[config.mk]
export PLATFORM = sky130hd
export DESIGN_NAME = smem_rd_arbiter
export DESIGN_NICKNAME = d
export VERILOG_FILES = /design/src/rtl/smem_rd_arb_pkg.sv /design/src/rtl/smem_rd_arbiter_rr_arbiter.sv /design/src/rtl/smem_rd_arbiter.sv
export SDC_FILE = /design/constraint.sdc
export NUM_CORES = 1
export LEC_CHECK = 0
export CAP_MARGIN = 20
export CORE_AREA = 2 2 513 515
export DETAILED_ROUTE_END_ITERATION = 7
export DIE_AREA = 0 0 515 517
export GPL_TIMING_DRIVEN = 0
export HOLD_SLACK_MARGIN = 0.02
export SYNTH_ARGS = -nofsm -noshare
export SYNTH_HDL_FRONTEND = slang
export SYNTH_HIERARCHICAL = 1
export SYNTH_SLANG_ARGS = --single-unit
[constraint.sdc]
create_clock -name CLK_400M -period 3.8 [get_ports CLK_400M]
set_clock_uncertainty 0.05 [all_clocks]
set_input_delay 0.57 -clock CLK_400M [delete_from_list [all_inputs] [get_ports CLK_400M]]
set_output_delay 0.57 -clock CLK_400M [all_outputs]
set_load 0.01 [all_outputs]
[src/rtl/smem_rd_arb_pkg.sv]
// Shared field layout of the CCI-P read mdata word used by the SMEM read arbiter.
package smem_rd_arb_pkg;

   localparam int MDATA_ID_LSB = 8;
   localparam int MDATA_ID_W   = 4;
   localparam int MDATA_TAG_W  = 8;

   typedef struct packed {
      logic [3:0] rsvd;
      logic [3:0] id;
      logic [7:0] tag;
   } t_rd_mdata;

endpackage

[src/rtl/smem_rd_arbiter_rr_arbiter.sv]
// Combinational round-robin arbiter: lowest index at or above ptr wins, wrapping around.
module rr_arbiter #(
   parameter int N  = 4,
   parameter int IW = (N > 1) ? $clog2(N) : 1
) (
   input  logic [N-1:0]  req,
   input  logic [IW-1:0] ptr,
   output logic [N-1:0]  gnt,
   output logic [IW-1:0] gnt_id,
   output logic          any
);

   logic [2*N-1:0] req2;
   logic [2*N-1:0] mask2;
   logic [2*N-1:0] masked;
   logic           found;

   // Duplicate the request vector, drop the bits below ptr, then take the first set bit.
   // The upper copy keeps every bit, so a request below ptr is found on the wrap.
   always_comb begin
      req2   = {req, req};
      mask2  = {(2*N){1'b1}} << ptr;
      masked = req2 & mask2;
      gnt    = '0;
      gnt_id = '0;
      found  = 1'b0;
      any    = |req;
      for (int j = 0; j < 2*N; j++) begin
         if (masked[j] && !found) begin
            found          = 1'b1;
            gnt_id         = IW'(j % N);
            gnt[j % N]     = 1'b1;
         end
      end
   end

endmodule

[src/rtl/smem_rd_arbiter.sv]
// Shares the c0 Tx read channel among NUM_REQ SMEM requesters with per-requester credits,
// and routes c0 Rx responses back to the requester whose ID rides in mdata[11:8].
module smem_rd_arbiter
   import smem_rd_arb_pkg::*;
#(
   parameter int NUM_REQ         = 4,
   parameter int ADDR_W          = 42,
   parameter int MAX_OUTSTANDING = 32
) (
   input  logic                    CLK_400M,
   input  logic                    spl_reset_n,
   input  logic [NUM_REQ-1:0]      req_valid,
   input  logic [NUM_REQ*ADDR_W-1:0] req_addr,
   input  logic [NUM_REQ*8-1:0]    req_tag,
   output logic [NUM_REQ-1:0]      req_ready,
   input  logic                    spl_tx_rd_almostfull,
   output logic                    afu_tx_rd_valid,
   output logic [ADDR_W-1:0]       afu_tx_rd_addr,
   output logic [15:0]             afu_tx_rd_mdata,
   input  logic                    spl_rx_rd_valid,
   input  logic [15:0]             spl_rx_rd_mdata,
   input  logic [511:0]            spl_rx_data,
   output logic [NUM_REQ-1:0]      rsp_valid,
   output logic [7:0]              rsp_tag,
   output logic [511:0]            rsp_data,
   output logic                    idle,
   output logic                    err
);

   localparam int IW = $clog2(NUM_REQ);
   localparam int CW = $clog2(MAX_OUTSTANDING + 1);

   logic [IW-1:0]         ptr_q, ptr_d;
   logic                  tx_valid_q, tx_valid_d;
   logic [ADDR_W-1:0]     tx_addr_q, tx_addr_d;
   t_rd_mdata             tx_mdata_q, tx_mdata_d;
   logic [CW-1:0]         cnt_q [NUM_REQ];
   logic [CW-1:0]         cnt_d [NUM_REQ];
   logic [NUM_REQ-1:0]    rsp_valid_q, rsp_valid_d;
   logic [7:0]            rsp_tag_q, rsp_tag_d;
   logic [511:0]          rsp_data_q, rsp_data_d;
   logic                  err_q, err_d;

   logic [NUM_REQ-1:0]    elig;
   logic [NUM_REQ-1:0]    gnt;
   logic [IW-1:0]         gnt_id;
   logic                  gnt_any;
   logic [NUM_REQ-1:0]    hit;
   logic                  drop;
   logic [MDATA_ID_W-1:0] rx_id;
   logic [MDATA_TAG_W-1:0] rx_tag;
   logic                  unused_rx_rsvd;

   assign rx_id          = spl_rx_rd_mdata[MDATA_ID_LSB +: MDATA_ID_W];
   assign rx_tag         = spl_rx_rd_mdata[MDATA_TAG_W-1:0];
   assign unused_rx_rsvd = ^spl_rx_rd_mdata[15:12];

   // Eligibility: pending request with credit left, channel not almost full, not in reset.
   always_comb begin
      for (int i = 0; i < NUM_REQ; i++) begin
         elig[i] = req_valid[i] & (cnt_q[i] < CW'(MAX_OUTSTANDING))
                   & ~spl_tx_rd_almostfull & spl_reset_n;
      end
   end

   rr_arbiter #(.N(NUM_REQ), .IW(IW)) u_rr (
      .req    (elig),
      .ptr    (ptr_q),
      .gnt    (gnt),
      .gnt_id (gnt_id),
      .any    (gnt_any)
   );

   assign req_ready = gnt;

   // Response acceptance: a response retires a credit if the owner has one in flight,
   // counting a grant to the same requester in this very cycle.
   always_comb begin
      for (int i = 0; i < NUM_REQ; i++) begin
         hit[i] = spl_rx_rd_valid & (rx_id == MDATA_ID_W'(i))
                  & ((cnt_q[i] != '0) | gnt[i]);
      end
      drop = spl_rx_rd_valid & ~(|hit);
   end

   // Next-state for pointer, issue register, credit counters, response register and err.
   always_comb begin
      ptr_d      = ptr_q;
      tx_valid_d = 1'b0;
      tx_addr_d  = tx_addr_q;
      tx_mdata_d = tx_mdata_q;
      if (gnt_any) begin
         ptr_d          = (gnt_id == IW'(NUM_REQ - 1)) ? '0 : gnt_id + 1'b1;
         tx_valid_d     = 1'b1;
         tx_addr_d      = req_addr[gnt_id*ADDR_W +: ADDR_W];
         tx_mdata_d.rsvd = '0;
         tx_mdata_d.id   = MDATA_ID_W'(gnt_id);
         tx_mdata_d.tag  = req_tag[gnt_id*8 +: 8];
      end
      for (int i = 0; i < NUM_REQ; i++) begin
         cnt_d[i] = cnt_q[i];
         if (gnt[i] && !hit[i])
            cnt_d[i] = cnt_q[i] + 1'b1;
         else if (hit[i] && !gnt[i])
            cnt_d[i] = cnt_q[i] - 1'b1;
      end
      rsp_valid_d = hit;
      rsp_tag_d   = rsp_tag_q;
      rsp_data_d  = rsp_data_q;
      if (|hit) begin
         rsp_tag_d  = rx_tag;
         rsp_data_d = spl_rx_data;
      end
      err_d = err_q | drop;
   end

   // State registers; everything returns to its reset value on spl_reset_n low.
   always_ff @(posedge CLK_400M or negedge spl_reset_n) begin
      if (!spl_reset_n) begin
         ptr_q       <= '0;
         tx_valid_q  <= 1'b0;
         tx_addr_q   <= '0;
         tx_mdata_q  <= '0;
         rsp_valid_q <= '0;
         rsp_tag_q   <= '0;
         rsp_data_q  <= '0;
         err_q       <= 1'b0;
         for (int i = 0; i < NUM_REQ; i++) cnt_q[i] <= '0;
      end else begin
         ptr_q       <= ptr_d;
         tx_valid_q  <= tx_valid_d;
         tx_addr_q   <= tx_addr_d;
         tx_mdata_q  <= tx_mdata_d;
         rsp_valid_q <= rsp_valid_d;
         rsp_tag_q   <= rsp_tag_d;
         rsp_data_q  <= rsp_data_d;
         err_q       <= err_d;
         for (int i = 0; i < NUM_REQ; i++) cnt_q[i] <= cnt_d[i];
      end
   end

   // Idle when no requester has a read in flight.
   always_comb begin
      idle = 1'b1;
      for (int i = 0; i < NUM_REQ; i++) begin
         if (cnt_q[i] != '0) idle = 1'b0;
      end
   end

   assign afu_tx_rd_valid = tx_valid_q;
   assign afu_tx_rd_addr  = tx_addr_q;
   assign afu_tx_rd_mdata = tx_mdata_q;
   assign rsp_valid       = rsp_valid_q;
   assign rsp_tag         = rsp_tag_q;
   assign rsp_data        = rsp_data_q;
   assign err             = err_q;

endmodule

Word-level counts from Yosys, hierarchy flattened --
Index checks and enable logic that the tools add are counted. Widths: inputs -> output; s select.
Operators by class: mux-type cells 35, multiply operators 1, eq/ne operators 4, bitwise gates (word level) 29, reductions and logical operators 41, shift operators 3, $lt $le $gt $ge 4, $add $sub $neg 9
Operator list (number):
- $shiftx 168x9->42 | 1
- $mux 6 | 8
- $shiftx 32x6->8 | 1
- $add 6x1->6 const B | 4
- $lt 6x6->1 const B | 4
- $reduce_bool 6->1 | 4
- $sub 6x1->6 const B | 4
- $and 1x1->1 | 21
- $mux 1 | 20
- $logic_and 1x1->1 | 15
- $logic_not 1->1 | 15
- $mux 2 | 7
- $and 8x8->8 | 1
- $eq 4x2->1 const B | 2
- $reduce_bool 2->1 | 4
- $reduce_or 4->1 | 2
- $shl 8x2->8 const A | 1
- $mul 2x5->7 const B | 1
- $or 1x1->1 | 5
- $eq 4x1->1 const B | 1
- $logic_not 4->1 | 1
- $add 2x1->2 const B | 1
- $eq 2x2->1 const B | 1
- $not 1->1 | 2
Storage, ports and cells: flip-flop bits (word level) 604, word-level logic and storage cells 139, output and inout port bits 589

Depth between registers and ports, before layout --
Gate-level depths: netlist of the first run.
depth after elaboration 33, mapped depth 13, depth with buffers taken out 13

Hierarchy --
Netlist of the first run, hierarchy kept.
By module, submodules not included:
- smem_rd_arbiter | cells each 1462, instances 1, area each 24298.3 µm², sequential area each 15114.5 µm²
- rr_arbiter | cells each 29, instances 1, area each 176.4 µm², sequential area each 0.0 µm²

Least setup slack after synthesis of the first run --
Ideal clock, no wire load.
path kind input-to-reg, start in spl_tx_rd_almostfull, end reg rsp_data_q[365] (netlist: rsp_data[365]), arrival 3598 ps, path buffers 2, stages on the path 11, path slack 25 ps, path through nand2b_1 > nor3b_1 > nor2b_4 > nor3_1 > o31a_1 > nor4_1 > a211oi_2 > nor4_4 > buf_2 > buf_4 > mux2_1
RTL lines:
- start, declared | RTL line smem_rd_arbiter.sv:16 | input logic spl_tx_rd_almostfull,
- $not 1->1 * | RTL line smem_rd_arbiter.sv:62 | & ~spl_tx_rd_almostfull & spl_reset_n;
- $and 1x1->1 * (2 in a row) | RTL line smem_rd_arbiter.sv:62
- named net elig[0] | RTL line smem_rd_arbiter.sv:44 | logic [NUM_REQ-1:0] elig;
- $and 8x8->8 * | RTL line smem_rd_arbiter_rr_arbiter.sv:23 | masked = req2 & mask2;
- $mux 1 | RTL line smem_rd_arbiter_rr_arbiter.sv:29 | if (masked[j] && !found) begin
- $logic_not 1->1 | RTL line smem_rd_arbiter_rr_arbiter.sv:29
- $logic_and 1x1->1 | RTL line smem_rd_arbiter_rr_arbiter.sv:29
- $mux 1 | RTL line smem_rd_arbiter_rr_arbiter.sv:29
- (+12 left out)
- $logic_not 1->1 | RTL line smem_rd_arbiter_rr_arbiter.sv:29
- $logic_and 1x1->1 | RTL line smem_rd_arbiter_rr_arbiter.sv:29
- $mux 1 * | RTL line smem_rd_arbiter_rr_arbiter.sv:29
- named net req_ready[2] | RTL line smem_rd_arbiter.sv:15 | output logic [NUM_REQ-1:0] req_ready,
- $or 1x1->1 * | RTL line smem_rd_arbiter.sv:81 | & ((cnt_q[i] != '0) | gnt[i]);
- $and 1x1->1 * | RTL line smem_rd_arbiter.sv:81
- named net hit[2] | RTL line smem_rd_arbiter.sv:48 | logic [NUM_REQ-1:0] hit;
- $reduce_or 4->1 * | RTL line smem_rd_arbiter.sv:110 | if (|hit) begin
- end signal, assigned | RTL line smem_rd_arbiter.sv:136 | rsp_data_q <= rsp_data_d;
- end, declared | RTL line smem_rd_arbiter.sv:41 | logic [511:0] rsp_data_q, rsp_data_d;
Mark *: on every way through the listed nets, which the timed path passes. The rest lies on a longest branch. A chain may end at the register's enable or synchronous reset.

Worst setup path in the final report of the first run --
start in spl_tx_rd_almostfull, end reg rsp_data_q[328] (netlist: rsp_data[328])
RTL lines (RTL line):
- $not 1->1 * | smem_rd_arbiter.sv:62
- $and 1x1->1 * (2 in a row) | smem_rd_arbiter.sv:62
- named net elig[0] | smem_rd_arbiter.sv:44
- $and 8x8->8 * | smem_rd_arbiter_rr_arbiter.sv:23
- $mux 1 | smem_rd_arbiter_rr_arbiter.sv:29
- $logic_not 1->1 | smem_rd_arbiter_rr_arbiter.sv:29
- $logic_and 1x1->1 | smem_rd_arbiter_rr_arbiter.sv:29
- $mux 1 | smem_rd_arbiter_rr_arbiter.sv:29
- (+11 left out)
- $mux 1 | smem_rd_arbiter_rr_arbiter.sv:29
- $logic_not 1->1 | smem_rd_arbiter_rr_arbiter.sv:29
- $logic_and 1x1->1 | smem_rd_arbiter_rr_arbiter.sv:29
- $mux 1 * | smem_rd_arbiter_rr_arbiter.sv:29
- $or 1x1->1 * | smem_rd_arbiter.sv:81
- $and 1x1->1 * | smem_rd_arbiter.sv:81
- named net hit[2] | smem_rd_arbiter.sv:48
- $reduce_or 4->1 * | smem_rd_arbiter.sv:110
Marked as above.

==> reports/qor.yml, run 1 <==
drt:
  drc: 0
  drt-initial-drc-count: 930
  via_per_inst: 3.14
  wl_mm: 193
  wire_per_inst_um: 29.8
  route.vias.total: 20313
  dr.pass1.iters: 5
  antenna_left: 0
timing:
  fmax_ghz: 0.269
  hold_violations: 0
  post-route-min-period_ps: 3720
  fin_tns_setup_ps: 0
  hold_ws_ps: 121
  rsz0062_at_grt: "true"
  min_period_over_period_pct: 97.9
  setup_viol: 0
  final_max_slew_viol_count: 0
  slew_headroom_pct: 33.9
  tightest_slew_ps: 966
global_route:
  grt_pass1_vias: 20880
  grt.total_usage_pct: 14.0
  grt_max_degree: 115
  grt_first_pass_wirelength_mm: 237
  antenna_found_initial: 222
  gr-total-overflow: 0
clock_tree:
  cts.clk_slew.worst_paths_ps: 70
  cts_tree: "done"
  cts_buffers: 80
  cts_max_path_buffers: 3
  clkLatencyLatePin_ps: 720
  htree_num_levels: 3
  clkSinkCount: 604
  clockRootBuffer: "clkbuf_16"
yosys:
  yosys_warnings: 6
  async_flop_share_pct: 100
  netlist_area_um2: 24500
  synth_top_family_by_area: "multiplexers"
  synthAdderAreaFrac_pct: 0.256
  synth-edff-count: 0
  ys_seq_area_share_pct: 61.8
  netlist-cell-type-count: 56
  synth-xor-area-share_pct: 0.751
  synth_compound_area_share_pct: 1.77
  ys.flop_type: "dfrtp_1"
  syn_avg_cell_area_um2: 16.4
  netlist_instances: 1491
  synth_seq_cells: 604
  synthSimpleGateAreaFrac_pct: 1.86
  yosys-mux-area-fraction_pct: 31.2
worst_setup_path:
  crit_family: "simple AND/OR/NAND/NOR gates"
  crit_end: "rsp_data[328]$_DFFE_PN0P_"
  reg2reg_depth: 12
  rr_endpoint: "rsp_data[328]$_DFFE_PN0P_"
  cp-startpoint: "spl_tx_rd_almostfull"
  endpoint_kind: "flip-flop"
  rrSetupSlack_ps: 140
  crit_path_cell_trace: "clkdlybuf4s50_1 -> nand2b_4 -> nor3b_4 -> nor2b_4 -> nor3_1 -> o31a_2 -> nor4_4 -> a211oi_4 -> nor4_4 -> buf_8 -> buf_6 -> buf_8 -> buf_8 -> mux2_1"
  cpMostUsedCell: "buf_8"
  worstSetupStartpointType: "input pin"
  critical_path_buf_inv_count: 5
  max_stage_delay_ps: 460
  critPathMaxFanout: 11
  r2r-start: "cnt_q[23]$_DFFE_PN0P_"
  critPathKind: "input pin to flip-flop"
  worstPathRequired_ps: 4340
  arrival_ps: 4260
  slowest_stage: "clkdlybuf4s50_1"
  crit_cells: 14
placement:
  place.gp.congestion: 0.970
  place_area_um2: 42100
  io_buffers: 1314
  dp_hpwl_mm: 167
final_layout:
  nNetsFinal: 3671
  fin_area_um2: 45700
  mostFrequentLayoutCell: "clkdlybuf4s50_1"
  area_delta_synth_final_pct: 86.7
  most-common-layout-cells: "1313 x clkdlybuf4s50_1, 601 x dfrtp_1, 489 x mux2_1"
  drive_above_1_share_pct: 13.1
die:
  dieArea_um2: 266000
  row_count: 188
  die_height_um: 517
  coreArea_um2: 261000
  die_x_um: 515
  io_pins: 1325
  start_util_pct: 9.37
outcome:
  status: "complete, no violations"
power_and_ir_drop:
  p_per_area_nw_per_um2: 691
  max-vdd-ir-drop_mv: 0.425
  p_leak_nw: 17.4
flow_run:
  maxCapViolations: 0
worst_hold_path:
  hp-class: "input pin to asynchronous set/reset pin"
## worst min-delay path by stage
| stage | startpoint | to | depth (start not counted) |
|---|---|---|---|
| 2_1_floorplan | spl_reset_n | afu_tx_rd_addr[0]$_DFFE_PN0P_ | 0 |
| 3_3_place_gp | err$_DFF_PN0_ | err$_DFF_PN0_ | 1 |
| 3_5_place_dp | err$_DFF_PN0_ | err$_DFF_PN0_ | 1 |
| 4_1_cts | spl_reset_n | afu_tx_rd_mdata[7]$_DFFE_PN0P_ | 4 |
| 5_1_grt | spl_reset_n | afu_tx_rd_addr[7]$_DFFE_PN0P_ | 4 |
| 6_report | spl_reset_n | afu_tx_rd_mdata[7]$_DFFE_PN0P_ | 4 |
## final cells by class
cell class,count,area [µm²]
antenna,58,145
buffer,86,627
clock buffer,104,2200
clock inverter,38,510
fill,28423,215000
inverter,8,30.0
multi-input combinational,797,8910
sequential,604,15100
tap,3420,4280
timing repair buffer,1353,13900
## state kept, by name, indices dropped and copies added (netlist names)
register and count:
afu_tx_rd_addr 42, rsp_valid 4, afu_tx_rd_valid 1, rsp_data 512, err 1, ptr_q 2
cnt_q 24, rsp_tag 8, afu_tx_rd_mdata 10
## power breakdown
part / switching, W / total (W) / internal, W
sequential: 0.00169 / 0.0107 / 0.00902
combinational: 0.00605 / 0.0128 / 0.00675
clock: 0.00343 / 0.00804 / 0.00461
total: 0.0112 / 0.0316 / 0.0204
## metal layers
layer	up-vias	wire length (µm)	share of wire (%)	global-route usage (%)
met5	-	1100	0.57	0
met4	170	8580	4.5	5.28
met3	477	33000	17	10.6
met2	1316	86500	45	22.3
met1	9914	63500	33	13.7
li1	8436	-	-	-
## kinds of logic (layout without fill, tap and decap cells)
family	Yosys count	count (layout)
multiplexers	629	629
flip-flops	604	604
buffers and inverters	95	1589
AND/OR/NAND/NOR	75	75
AO/OA/AOI/OAI	61	61
XOR/XNOR	21	21
adder cells (fa/ha/maj)	5	5
other	1	64
## worst min-delay path: cells and delay by family
| family | cells | cell delay [ps] |
|---|---|---|
| buffers and inverters | 4 | 600 |
## repair_timing
item / in CTS / in global routing
pin swaps: 2 / 7
gates resized for setup: 42 / 8
hold endpoints to repair: 135 / 0
gates cloned: 6 / 0
hold buffers: 14 / 0
buffers inserted: 5 / 5
setup endpoints to repair: 607 / 391
## cells in the mapped netlist, drive strengths merged, types with 4 or more instances
master  count  area (µm²)
ha          5        62.6
nor3b       5        37.5
nor2       16        60.1
a21oi       9        45.0
nand2       6        22.5
mux4       50        1130
a211oi     10        85.1
xor2        4        35.0
nor4        5        52.6
o21ai       9        45.0
o211ai      6        45.0
a31oi       6        37.5
xnor2      17         149
buf        70         483
dfrtp     604       15100
nand3       7        35.0
nor3       13        65.1
inv         8        30.0
clkbuf     17        63.8
mux2      578        6510
## through the flow
step                cells  power (W)  setup WS [ps]  util, %
finish               6468     0.0316           80.7     17.5
detailed placement   6238     0.0239          -3650     16.1
global placement     6230     0.0238         -29660     16.1
floorplan            1496     0.0143           24.6        -
CTS                  6404     0.0324          -4.86     17.4
global route         6427     0.0332          -57.0     17.5
Note: power is estimated with default switching activity, not from simulation.
==> run 2, diff against run 1 <==
--- a/config.mk
+++ b/config.mk
@@ -7,6 +7,7 @@
 export LEC_CHECK = 0
 export CAP_MARGIN = 20
 export CORE_AREA = 2 2 513 515
+export CTS_CLUSTER_SIZE = 25
 export DETAILED_ROUTE_END_ITERATION = 7
 export DIE_AREA = 0 0 515 517
 export GPL_TIMING_DRIVEN = 0
==> results of run 2 <==
The final DEF is identical to that of run 1; final timing and power are the same.
==> run 3, diff against run 2 <==
--- a/config.mk
+++ b/config.mk
@@ -5,6 +5,7 @@
 export SDC_FILE = /design/constraint.sdc
 export NUM_CORES = 1
 export LEC_CHECK = 0
+export ABC_CLOCK_PERIOD_IN_PS = 3800
 export CAP_MARGIN = 20
 export CORE_AREA = 2 2 513 515
 export CTS_CLUSTER_SIZE = 25
==> results of run 3 <==
The final DEF is identical to that of run 1; final timing and power are the same.
